[config.mk]
export PLATFORM = sky130hd
export DESIGN_NAME = mcc_alu_seq
export DESIGN_NICKNAME = d
export VERILOG_FILES = /design/src/rtl/mcc_pkg.sv /design/src/rtl/mcc_alu_dec.sv /design/src/rtl/mcc_alu_seq.sv
export SDC_FILE = /design/constraint.sdc
export NUM_CORES = 1
export LEC_CHECK = 0
export CORE_MARGIN = 5
export CORE_UTILIZATION = 48
export DETAILED_ROUTE_END_ITERATION = 16
export GPL_TIMING_DRIVEN = 0
export HOLD_SLACK_MARGIN = 0.15
export PLACE_DENSITY = 0.81
export SYNTH_ARGS = -nofsm -noshare
export SYNTH_HDL_FRONTEND = slang
export SYNTH_SLANG_ARGS = --single-unit
export TNS_END_PERCENT = 50
[constraint.sdc]
create_clock -name clk -period 2.1 [get_ports clk]
set_input_delay 0.315 -clock clk [delete_from_list [all_inputs] [get_ports clk]]
set_output_delay 0.315 -clock clk [all_outputs]
set_load 0.03 [all_outputs]
[src/rtl/mcc_pkg.sv]
// mcc_pkg: shared opcode/funct constants, ALU command bit indices and FSM encoding
package mcc_pkg;

    typedef enum logic [1:0] {S_IDLE, S_DECODE, S_EXEC, S_WB} state_t;
    typedef enum logic [1:0] {BR_NONE, BR_EQ, BR_NE} br_t;

    localparam int ALU_ADD  = 0;
    localparam int ALU_SUB  = 1;
    localparam int ALU_SLT  = 2;
    localparam int ALU_SLTU = 3;
    localparam int ALU_AND  = 4;
    localparam int ALU_NOR  = 5;
    localparam int ALU_OR   = 6;
    localparam int ALU_XOR  = 7;
    localparam int ALU_SLL  = 8;
    localparam int ALU_SRL  = 9;
    localparam int ALU_SRA  = 10;
    localparam int ALU_LUI  = 11;

    localparam logic [5:0] OPC_RTYPE = 6'h00;
    localparam logic [5:0] OPC_BEQ   = 6'h04;
    localparam logic [5:0] OPC_BNE   = 6'h05;
    localparam logic [5:0] OPC_ADDIU = 6'h09;
    localparam logic [5:0] OPC_SLTI  = 6'h0A;
    localparam logic [5:0] OPC_SLTIU = 6'h0B;
    localparam logic [5:0] OPC_ANDI  = 6'h0C;
    localparam logic [5:0] OPC_ORI   = 6'h0D;
    localparam logic [5:0] OPC_XORI  = 6'h0E;
    localparam logic [5:0] OPC_LUI   = 6'h0F;

    localparam logic [5:0] F_SLL  = 6'h00;
    localparam logic [5:0] F_SRL  = 6'h02;
    localparam logic [5:0] F_SRA  = 6'h03;
    localparam logic [5:0] F_SLLV = 6'h04;
    localparam logic [5:0] F_SRLV = 6'h06;
    localparam logic [5:0] F_SRAV = 6'h07;
    localparam logic [5:0] F_ADD  = 6'h21;
    localparam logic [5:0] F_SUB  = 6'h23;
    localparam logic [5:0] F_AND  = 6'h24;
    localparam logic [5:0] F_OR   = 6'h25;
    localparam logic [5:0] F_XOR  = 6'h26;
    localparam logic [5:0] F_NOR  = 6'h27;
    localparam logic [5:0] F_SLT  = 6'h2A;
    localparam logic [5:0] F_SLTU = 6'h2B;

    function automatic logic [11:0] alu_bit(input int idx);
        return 12'b1 << idx;
    endfunction

endpackage

[src/rtl/mcc_alu_dec.sv]
// mcc_alu_dec: combinational MIPS decode into ALU command, operands and writeback control
module mcc_alu_dec
    import mcc_pkg::*;
(
    input  logic [31:0] instr,
    input  logic [31:0] rs,
    input  logic [31:0] rt,
    output logic [11:0] alu_op,
    output logic [31:0] a,
    output logic [31:0] b,
    output logic [4:0]  dest,
    output logic        we,
    output br_t         br,
    output logic        illegal
);

    logic [5:0]  opc;
    logic [5:0]  fn;
    logic [31:0] sext;
    logic [31:0] zext;
    logic        unused_rs_field;

    assign opc  = instr[31:26];
    assign fn   = instr[5:0];
    assign sext = {{16{instr[15]}}, instr[15:0]};
    assign zext = {16'b0, instr[15:0]};
    // register operands arrive as values, so the rs field itself is not needed
    assign unused_rs_field = ^instr[25:21];

    // map opcode/funct onto a one-hot ALU command; anything unknown is illegal with no write
    always_comb begin
        alu_op  = '0;
        a       = rs;
        b       = rt;
        dest    = instr[15:11];
        we      = 1'b1;
        br      = BR_NONE;
        illegal = 1'b0;
        if (opc == OPC_RTYPE) begin
            case (fn)
                F_ADD:  alu_op = alu_bit(ALU_ADD);
                F_SUB:  alu_op = alu_bit(ALU_SUB);
                F_AND:  alu_op = alu_bit(ALU_AND);
                F_OR:   alu_op = alu_bit(ALU_OR);
                F_XOR:  alu_op = alu_bit(ALU_XOR);
                F_NOR:  alu_op = alu_bit(ALU_NOR);
                F_SLT:  alu_op = alu_bit(ALU_SLT);
                F_SLTU: alu_op = alu_bit(ALU_SLTU);
                F_SLL:  begin alu_op = alu_bit(ALU_SLL); a = {27'b0, instr[10:6]}; end
                F_SRL:  begin alu_op = alu_bit(ALU_SRL); a = {27'b0, instr[10:6]}; end
                F_SRA:  begin alu_op = alu_bit(ALU_SRA); a = {27'b0, instr[10:6]}; end
                F_SLLV: alu_op = alu_bit(ALU_SLL);
                F_SRLV: alu_op = alu_bit(ALU_SRL);
                F_SRAV: alu_op = alu_bit(ALU_SRA);
                default: begin we = 1'b0; illegal = 1'b1; end
            endcase
        end else begin
            dest = instr[20:16];
            b    = sext;
            case (opc)
                OPC_ADDIU: alu_op = alu_bit(ALU_ADD);
                OPC_SLTI:  alu_op = alu_bit(ALU_SLT);
                OPC_SLTIU: alu_op = alu_bit(ALU_SLTU);
                OPC_ANDI:  begin alu_op = alu_bit(ALU_AND); b = zext; end
                OPC_ORI:   begin alu_op = alu_bit(ALU_OR);  b = zext; end
                OPC_XORI:  begin alu_op = alu_bit(ALU_XOR); b = zext; end
                OPC_LUI:   begin alu_op = alu_bit(ALU_LUI); b = zext; end
                OPC_BEQ:   begin alu_op = alu_bit(ALU_SUB); b = rt; we = 1'b0; br = BR_EQ; end
                OPC_BNE:   begin alu_op = alu_bit(ALU_SUB); b = rt; we = 1'b0; br = BR_NE; end
                default:   begin we = 1'b0; illegal = 1'b1; end
            endcase
        end
    end

endmodule

[src/rtl/mcc_alu_seq.sv]
// mcc_alu_seq: four-state sequencer driving an external ALU and presenting a writeback bundle
module mcc_alu_seq
    import mcc_pkg::*;
(
    input  logic        clk,
    input  logic        rst_n,
    input  logic        in_valid,
    output logic        in_ready,
    input  logic [31:0] in_instr,
    input  logic [31:0] in_rs,
    input  logic [31:0] in_rt,
    output logic [11:0] alu_op,
    output logic [31:0] alu_a,
    output logic [31:0] alu_b,
    input  logic [31:0] alu_result,
    input  logic        alu_zero,
    output logic        out_valid,
    input  logic        out_ready,
    output logic        out_we,
    output logic [4:0]  out_waddr,
    output logic [31:0] out_wdata,
    output logic        out_br_taken,
    output logic        out_illegal
);

    state_t      state_q, state_d;
    logic [31:0] instr_q, instr_d, rs_q, rs_d, rt_q, rt_d;
    br_t         br_q, br_d;
    logic [11:0] alu_op_q, alu_op_d;
    logic [31:0] alu_a_q, alu_a_d, alu_b_q, alu_b_d;
    logic        out_we_q, out_we_d, out_br_taken_q, out_br_taken_d, out_illegal_q, out_illegal_d;
    logic [4:0]  out_waddr_q, out_waddr_d;
    logic [31:0] out_wdata_q, out_wdata_d;

    logic [11:0] dec_op;
    logic [31:0] dec_a, dec_b;
    logic [4:0]  dec_dest;
    logic        dec_we, dec_illegal;
    br_t         dec_br;

    mcc_alu_dec u_dec (
        .instr   (instr_q),
        .rs      (rs_q),
        .rt      (rt_q),
        .alu_op  (dec_op),
        .a       (dec_a),
        .b       (dec_b),
        .dest    (dec_dest),
        .we      (dec_we),
        .br      (dec_br),
        .illegal (dec_illegal)
    );

    assign in_ready     = (state_q == S_IDLE);
    assign out_valid    = (state_q == S_WB);
    assign alu_op       = alu_op_q;
    assign alu_a        = alu_a_q;
    assign alu_b        = alu_b_q;
    assign out_we       = out_we_q;
    assign out_waddr    = out_waddr_q;
    assign out_wdata    = out_wdata_q;
    assign out_br_taken = out_br_taken_q;
    assign out_illegal  = out_illegal_q;

    // next-state: capture bundle, latch decode, issue command for one cycle, then sample the ALU
    always_comb begin
        state_d        = state_q;
        instr_d        = instr_q;
        rs_d           = rs_q;
        rt_d           = rt_q;
        br_d           = br_q;
        alu_op_d       = alu_op_q;
        alu_a_d        = alu_a_q;
        alu_b_d        = alu_b_q;
        out_we_d       = out_we_q;
        out_waddr_d    = out_waddr_q;
        out_wdata_d    = out_wdata_q;
        out_br_taken_d = out_br_taken_q;
        out_illegal_d  = out_illegal_q;
        case (state_q)
            S_IDLE: if (in_valid) begin
                state_d = S_DECODE;
                instr_d = in_instr;
                rs_d    = in_rs;
                rt_d    = in_rt;
            end
            S_DECODE: begin
                state_d       = S_EXEC;
                alu_op_d      = dec_op;
                alu_a_d       = dec_a;
                alu_b_d       = dec_b;
                out_waddr_d   = dec_dest;
                out_we_d      = dec_we && (dec_dest != 5'd0);
                br_d          = dec_br;
                out_illegal_d = dec_illegal;
            end
            S_EXEC: begin
                state_d        = S_WB;
                alu_op_d       = '0;
                out_wdata_d    = out_illegal_q ? '0 : alu_result;
                out_br_taken_d = (br_q == BR_EQ && alu_zero) || (br_q == BR_NE && !alu_zero);
            end
            S_WB: if (out_ready) state_d = S_IDLE;
            default: state_d = S_IDLE;
        endcase
    end

    // state and registered outputs; reset drops any in-flight instruction
    always_ff @(posedge clk or negedge rst_n) begin
        if (!rst_n) begin
            state_q        <= S_IDLE;
            instr_q        <= '0;
            rs_q           <= '0;
            rt_q           <= '0;
            br_q           <= BR_NONE;
            alu_op_q       <= '0;
            alu_a_q        <= '0;
            alu_b_q        <= '0;
            out_we_q       <= 1'b0;
            out_waddr_q    <= '0;
            out_wdata_q    <= '0;
            out_br_taken_q <= 1'b0;
            out_illegal_q  <= 1'b0;
        end else begin
            state_q        <= state_d;
            instr_q        <= instr_d;
            rs_q           <= rs_d;
            rt_q           <= rt_d;
            br_q           <= br_d;
            alu_op_q       <= alu_op_d;
            alu_a_q        <= alu_a_d;
            alu_b_q        <= alu_b_d;
            out_we_q       <= out_we_d;
            out_waddr_q    <= out_waddr_d;
            out_wdata_q    <= out_wdata_d;
            out_br_taken_q <= out_br_taken_d;
            out_illegal_q  <= out_illegal_d;
        end
    end

endmodule

Word-level counts from Yosys, hierarchy flattened. Cells that the tools add are included. Widths: inputs -> output; s select.

Bits in registers: 216. Bits in latches: 0. Bits in writable memories: 0. ROM bits: 0. Input bits: 133. Output and inout port bits: 118. Word-level logic and storage cells: 84. Memories: 0.

Add/subtract/negate cells: 0. Multiply operators: 0. Divide/modulo/power cells: 0. Magnitude comparators: 0. Eq/ne operators: 29. Shift operators: 0. Muxes and demuxes: 21. Bitwise operators: 0. Reductions and logical operators: 21.

Operators by type and width (number): $mux 32 (4); $pmux 11 s11 (1); $pmux 12 s8 (1); $pmux 32 s2 (1); $eq 6x6->1 const B (8); $eq 6x4->1 const B (7); $eq 6x3->1 const B (5); $pmux 12 s2 (1); $reduce_or 14->1 (1); $eq 6x2->1 const B (2); $logic_not 6->1 (2); $mux 12 (1); $reduce_or 9->1 (1); $pmux 2 s4 (1); $reduce_or 2->1 (4); $reduce_or 7->1 (1); $eq 2x2->1 const B (3); $mux 1 (6); $mux 2 (3); $mux 5 (1); $reduce_bool 5->1 (1); $eq 2x1->1 const B (2); $pmux 2 s2 (1); $reduce_and 2->1 (2); other kinds (9) (11).

Longest topological paths before layout. Gate-level depths: netlist (run 1).

Depth after elaboration: 5. Mapped depth: 7. Mapped depth without buffers: 6.

By module. Synthesis (run 1) repeated with hierarchy kept, for this count alone.

Cells, all modules: 714. Area, all modules: 9411.5 um2.

By module, submodules not included: mcc_alu_seq (times used 1, cells an instance 566, area each 8363.0 um2, seq. area each 5405.2 um2); mcc_alu_dec (times used 1, cells an instance 148, area each 1048.5 um2, seq. area each 0.0 um2).

Worst setup path before layout (run 1). Ideal clock, no wire load.

Kind: register -> register. From: reg state_q[0]. To: reg instr_q[0]. Library setup time: 0.125 ns. Arrival: 1.729 ns. Required time: 1.975 ns. Path slack: 0.246 ns. Stages on the path, launching flop included: 6. Path buffers: 1. Period minus slack after synthesis: 1.854 ns. Cell sequence: dfrtp_1 -> inv_1 -> ha_1 -> nand2_1 -> clkbuf_1 -> mux2_2.

Cells in the longest elaborated chain, start to end: 2.

RTL lines: from (decl) (line mcc_alu_seq.sv:26) `state_t state_q, state_d;`; from (signal assigned) (line mcc_alu_seq.sv:125) `state_q <= state_d;`; $logic_not 2->1; net in_ready (line mcc_alu_seq.sv:8) `output logic in_ready,`; $reduce_and 2->1 (no line); to (signal assigned) (line mcc_alu_seq.sv:126) `instr_q <= instr_d;`; to (decl) (line mcc_alu_seq.sv:27) `logic [31:0] instr_q, instr_d, rs_q, rs_d, rt_q, rt_d;`.

The timed path passes the listed nets, and every way through them passes these cells. A chain may end at the register's enable or synchronous reset.

Final worst setup path (run 1).
From: reg instr_q[29]. To: reg alu_b_q[21], in the netlist alu_b[21].

Cells in the longest elaborated chain, start to end: 4. Elaborated cells between the ends (all ways): 11. Those cells by class: eq/ne (6); mux (2); reduce/logical (3).

RTL lines: $eq 6x4->1 or $eq 6x3->1 (tied branches) (line mcc_alu_dec.sv:60) `case (opc)`; $reduce_or 4->1 (no line) or $reduce_or 2->1 (tied branches); $pmux 32 s2 (line mcc_alu_dec.sv:60); $mux 32 * (line mcc_alu_dec.sv:39) `if (opc == OPC_RTYPE) begin`; to (signal assigned) (line mcc_alu_seq.sv:132) `alu_b_q <= alu_b_d;`; to (decl) (line mcc_alu_seq.sv:30) `logic [31:0] alu_a_q, alu_a_d, alu_b_q, alu_b_d;`.

Mark *: on every way between the ends. The rest lies on a longest branch, timed or not.

==> impl_metrics.yaml, run 1 <==
cells_and_area:
  stdcell_area_sq_mm: 0.0123
  final_cells: 1269
  nFillCells: 1319
  nNetsFinal: 1159
  area_growth_pct: 42.1
  drive_above_1_share_pct: 16.7
placed_design:
  port_buffers: 245
  place_inst: 1224
  gp_congestion: 0.811
  post_dp_cell_area_sq_mm: 0.0114
  dp_hpwl_mm: 16.9
timing:
  max_freq_ghz: 0.490
  relSlewSlack_pct: 46.0
  hold_viol: 0
  period_share_pct: 97.2
  fin_crit_ns: 2.04
  holdWs_ns: 0.356
  rsz0062_at_grt: "true"
  worstMarginPinSlew_ns: 0.810
  finClkSkew_ns: 0.0120
  finalMaxSlewViolations: 0
  setup_violations: 0
floorplanning:
  fp.dieArea_sq_mm: 0.0208
  start_util_pct: 48.4
  rows: 49
  die-height_um: 144
  die_w_um: 144
  fp.coreArea_sq_mm: 0.0178
  io_pins: 251
cts:
  cts_root_buffer: "clkbuf_16"
  clk_pin_slew_ns: 0.06
  clockBufferDepth: 3
  cts.sinks: 211
  cts_made_buffers: 23
  htreeDepth: 1
  clkLatencyLatePin_ns: 0.50
  tritoncts: "done"
power:
  p_clk_share_pct: 19.7
  internal_power_mw: 12.5
  power_density_mw_per_mm2: 1690
  power_leakage_nw: 5.22
  power_switching_share_pct: 39.6
  power_switching_mw: 8.22
  peakVddDrop_mv: 1.07
  p_seq_share_pct: 35.0
  power.share.combinational_pct: 45.3
synthesis:
  synth_top_area_share_pct: 61.2
  netlist_instances: 749
  postSynthAreaPerCell_sq_um: 11.5
  yosys.area.top_type: "dfrtp_1"
  ys_seq_elements: 211
  synth_area_sq_mm: 0.00863
  yosysSeqAreaShare_pct: 61.2
  syn_nets: 886
  ys.flop_type: "dfrtp_1"
  ys_top_cells_by_area: "dfrtp_1 (61%), mux2_2 (12%), a21oi_1 (3.6%)"
  synth_edf_count: 0
  synthTopCellsByCount: "dfrtp_1 (211), mux2_2 (92), nand2_1 (71), inv_1 (66), a21oi_1 (62)"
  synth-async-reset-ratio_pct: 100
  synth.distinct_cells: 46
  yosysWarningCount: 0
  post-synth-top-count-cell: "dfrtp_1"
global_routing:
  grt_pass1_wl_mm: 36.6
  gr-max-usage-layer: "met2"
  grt_max_degree: 109
  gr-usage-met1_pct: 28.3
  grt_pass1_vias: 6894
  track_usage_pct: 22.2
  grt.overflow.total: 0
  antenna_found_initial: 1
  grt_use_met3_pct: 7.14
  gr-usage-met2_pct: 37.3
routing:
  drt_iter0_markers: 246
  drc: 0
  via_per_inst: 5.24
  totalWireLength_mm: 23.6
  ant_nets: 0
  wire_per_inst_um: 18.6
  dr.pass1.iters: 4
  vias: 6652
worst_setup_path:
  critPathLaunchType: "register"
  setup.worst_path.end_class: "register"
  arrival_ns: 2.40
  cp_max_fo: 10
  critical_path_class: "register to register"
  worst_ep_required_time_ns: 2.45
run_status:
  status: "complete, no violations"
min_path:
  worstHoldPathType: "input pin to register"
run:
  drv_cap: 0
[through the flow]
step / setup slack (ns) / setup TNS [ns] / utilization (%) / power [mW]
after global placement: -8.15 / -1748.57 / 63.7 / 16.3
after floorplan: 0.246 / 0 / - / 12.8
after detailed placement: -0.513 / -33.28 / 63.9 / 16.6
after global routing: -0.0284 / -0.0342 / 68.7 / 21.9
after CTS: 0.00848 / 0 / 68.4 / 20.8
final: 0.0580 / 0 / 68.7 / 20.7
[worst max-delay path: stages, from the launching register on]
cell and delay (ns):
dfrtp_1 0.37, buf_2 0.18, or3_4 0.46, o311a_4 0.44, buf_2 0.21, a21oi_1 0.15, a21oi_1 0.08
[final cells by class]
type	count	area (sq um)	share of cell area, %
multi-input combinational	425	2940	24.0
sequential	211	5280	43.0
clock buffer	32	669	5.46
timing repair buffer	249	2510	20.5
inverter	67	251	2.05
clock inverter	10	108	0.877
antenna	1	2.50	0.0204
tap	229	287	2.34
buffer	45	218	1.77
[power by group through the flow]
| stage | Clock (mW) | Combinational (mW) | Sequential [mW] |
|---|---|---|---|
| 5_1_grt | 4.37 | 10.1 | 7.47 |
| 3_3_place_gp | 0 | 9.09 | 7.20 |
| 4_1_cts | 4.17 | 9.40 | 7.23 |
| 2_1_floorplan | 0 | 3.82 | 8.94 |
| 6_report | 4.09 | 9.40 | 7.25 |
| 3_5_place_dp | 0 | 9.34 | 7.26 |
[per-layer routing]
layer,wire (um),vias to the layer above,part of all wire (%)
met2,11500,233,49
met4,459,0,1.9
met5,0,-,0
met3,2160,31,9.2
met1,9480,3288,40
li1,-,3100,-
[cell usage in the layout (no fill, tap or decap), types with 3 or more instances in the layout]
master	instances
clkdlybuf4s50_1	242
dfrtp_1	211
mux2_2	92
nand2_1	70
inv_1	66
a21oi_1	62
nor2_1	48
o21ai_0	33
o22ai_1	29
mux2i_1	26
clkbuf_16	23
clkbuf_1	20
clkbuf_2	18
nand2b_1	7
buf_2	6
clkbuf_8	6
clkinv_2	6
nor3_1	5
o2bb2ai_1	4
o221ai_1	4
nor2b_1	4
buf_4	4
nand3b_1	3
nor4_1	3
ha_1	3
[what timing repair did]
item,4_1_cts,5_1_grt
hold buffers,1,0
hold endpoints to repair,107,0
pin swaps,0,1
endpoints found under the setup margin,159,97
buffers inserted,0,2
gates cloned,0,0
gates resized for setup,15,25
[path summary, 6_finish.rpt]
kind,start,to,slack [ns],depth (start not counted)
min reg2reg,alu_op[5]$_DFFE_PN0P_,alu_op[5]$_DFFE_PN0P_,0.49,1
max in group asynchronous,rst_n,out_wdata[2]$_DFFE_PN0P_,0.66,3
max,instr_q[29]$_DFFE_PN0P_,alu_b[21]$_DFFE_PN0N_,0.06,6
min,alu_result[27],out_wdata[27]$_DFFE_PN0P_,0.36,3
min in group asynchronous,rst_n,rt_q[23]$_DFFE_PN0P_,0.44,2
max reg2reg,instr_q[29]$_DFFE_PN0P_,alu_b[21]$_DFFE_PN0N_,0.06,6
[kinds of logic after synthesis]
logic type / after synthesis / share of synthesized area (%)
compound gates: 144 / 9.64
buf+inv: 113 / 5.19
fa+ha+maj: 4 / 0.580
simple gates: 159 / 8.41
mux: 118 / 15.0
flops: 211 / 61.2
[flip-flops by register name (all words and copies together), names as in the netlist]
signal / flops
instr_q: 27
out_waddr: 5
alu_b: 32
alu_op: 12
out_br_taken: 1
out_we: 1
out_illegal: 1
rt_q: 32
rs_q: 32
br_q: 2
out_wdata: 32
state_q: 2
alu_a: 32
Note: power is estimated with default switching activity, not from simulation.
==> run 2: changes to the inputs <==
--- a/config.mk
+++ b/config.mk
@@ -11,6 +11,7 @@
 export GPL_TIMING_DRIVEN = 0
 export HOLD_SLACK_MARGIN = 0.15
 export PLACE_DENSITY = 0.81
+export REMOVE_ABC_BUFFERS = 1
 export SYNTH_ARGS = -nofsm -noshare
 export SYNTH_HDL_FRONTEND = slang
 export SYNTH_SLANG_ARGS = --single-unit
==> impl_metrics.yaml, run 2 (synthesis results as in run 1) <==
worst_setup_path:
  arrival_ns: 1.75
  cpMaxStageDelayCell: "clkdlybuf4s50_1"
  cp_max_fo: 4
  path_cells: "clkdlybuf4s50_1"
  crit_start: "out_illegal$_DFFE_PN0N_"
  crit_cells: 1
  slowest_delay_ns: 0.74
  critPathLaunchType: "register"
  cp_top_family: "buffers and inverters"
  setup.worst_path.end_class: "primary output"
  cp.buffers_inverters: 1
  worst_ep_required_time_ns: 1.78
  reg2regPathDepth: 6
  critical_path_class: "register to primary output"
  r2r_end: "alu_b[14]$_DFFE_PN0N_"
  reg2reg_from: "instr_q[29]$_DFFE_PN0P_"
  r2r_slack_ns: 0.11
global_routing:
  grt_max_degree: 120
  track_usage_pct: 21.0
  grt_pass1_vias: 6582
  grt.overflow.total: 0
  antenna_found_initial: 0
  grt_pass1_wl_mm: 35.1
power:
  power_switching_mw: 7.97
  internal_power_mw: 12.5
  p_seq_share_pct: 36.0
  power_switching_share_pct: 38.9
  p_clk_share_pct: 19.6
  p_total_mw: 20.5
  power_density_mw_per_mm2: 1680
  peakVddDrop_mv: 1.20
  power.share.combinational_pct: 44.4
  power_leakage_nw: 5.11
routing:
  met2_length_mm: 10.8
  ant_nets: 0
  dr.pass1.iters: 4
  drc: 0
  drt_iter0_markers: 313
  wl_met3_mm: 2.11
  top_layer: "met4"
  via_per_inst: 5.25
  vias: 6431
  totalWireLength_mm: 22.4
  wl_met1_mm: 9.06
  wire_per_inst_um: 18.3
floorplanning:
  start_util_pct: 48.4
  fp.coreArea_sq_mm: 0.0178
  fp.dieArea_sq_mm: 0.0208
  rows: 49
  die-height_um: 144
  die_w_um: 144
  io_pins: 251
timing:
  period_share_pct: 98.3
  fin_crit_ns: 2.06
  fin_setup_tns_ns: 0
  setup_violations: 0
  hold_viol: 0
  rsz0062_at_grt: "false"
  max_freq_ghz: 0.485
  finalMaxSlewViolations: 0
  worstMarginPinSlew_ns: 0.751
  finClkSkew_ns: 0.00957
  relSlewSlack_pct: 49.9
cts:
  htreeDepth: 1
  tritoncts: "done"
  clk_pin_slew_ns: 0.06
  clockBufferDepth: 3
  cts.sinks: 211
  cts_root_buffer: "clkbuf_16"
  clkLatencyLatePin_ns: 0.49
  cts_made_buffers: 22
cells_and_area:
  nFillCells: 1324
  diodes: 0
  final_cell_mix: "clkdlybuf4s50_1 (242), dfrtp_1 (209), mux2_2 (92)"
  nNetsFinal: 1118
  fin_util_pct: 68.3
  layout.cells.most_common: "clkdlybuf4s50_1"
  stdcell_area_sq_mm: 0.0122
  area_growth_pct: 41.2
  drive_above_1_share_pct: 15.8
placed_design:
  post_dp_cell_area_sq_mm: 0.0114
  gp_congestion: 0.832
  dp_hpwl_mm: 14.9
  port_buffers: 245
min_path:
  worstHoldPathType: "input pin to register"
  min_path_cells: 3
  hold_end: "out_wdata[15]$_DFFE_PN0P_"
  worstHoldStart: "alu_result[15]"
run:
  drv_cap: 0
run_status:
  status: "complete, no violations"
[run 2: cell count changes in the layout (fill, tap and decap cells not counted), sizes merged]
cell	change
buf	-4
inv	-2
clkdlybuf4s15	-1
clkinvlp	+1
clkinv	+2
clkbuf	-41
diode	-1
bufinv	+1
[run 2: worst max path at each step]
stage,slack [ns],to
6_report,0.04,out_illegal
5_1_grt,0.01,alu_b[14]$_DFFE_PN0N_
4_1_cts,-0.06,in_ready
3_5_place_dp,-0.63,out_wdata[3]$_DFFE_PN0P_
3_3_place_gp,-8.15,alu_a[28]$_DFFE_PN0N_
2_1_floorplan,-1.54,out_illegal$_DFFE_PN0N_
[run 2: power groups by stage]
stage	Sequential, mW	Combinational [mW]	Clock (mW)
after global routing	7.65	9.83	4.27
after global placement	7.28	8.47	0
after CTS	7.35	9.08	4.10
after detailed placement	7.37	9.03	0
after floorplan	9.02	3.60	0
final	7.37	9.09	4.00
[run 2: worst min-delay path, stage by stage]
cell	delay, ns
clkdlybuf4s50_1	0.40
nand2_1	0.05
o21ai_0	0.06
[run 2: area by class of cell]
cell class              count  area, sq um  share of cell area, %
multi-input cells         425         2990                   24.5
repair buffers            254         2630                   21.6
clock inverters            12          138                   1.13
inverters                  67          251                   2.06
clock buffers              26          607                   4.98
flip-flops and latches    211         5280                   43.4
well taps                 229          287                   2.35
[run 2: per-stage QoR]
step	setup slack, ns	cells	hold WS (ns)
2_1_floorplan	-1.54	703	0.0194
4_1_cts	-0.0583	1223	0.369
5_1_grt	0.0117	1224	0.383
6_report	0.0366	1224	0.390
3_3_place_gp	-8.15	1177	0.472
3_5_place_dp	-0.630	1183	0.379
[run 2: routing by layer]
| layer | up-vias | global-route usage [%] |
|---|---|---|
| met5 | - | 0 |
| met3 | 34 | 6.51 |
| met4 | 0 | 4.36 |
| met2 | 221 | 35.0 |
| li1 | 3018 | - |
| met1 | 3158 | 27.4 |
[run 2: timing repair]
action,CTS,global route
endpoints found under the setup margin,136,78
hold buffers,1,0
endpoints found under the hold margin,92,0
buffers inserted,1,1
pin swaps,2,1
gates resized for setup,7,12
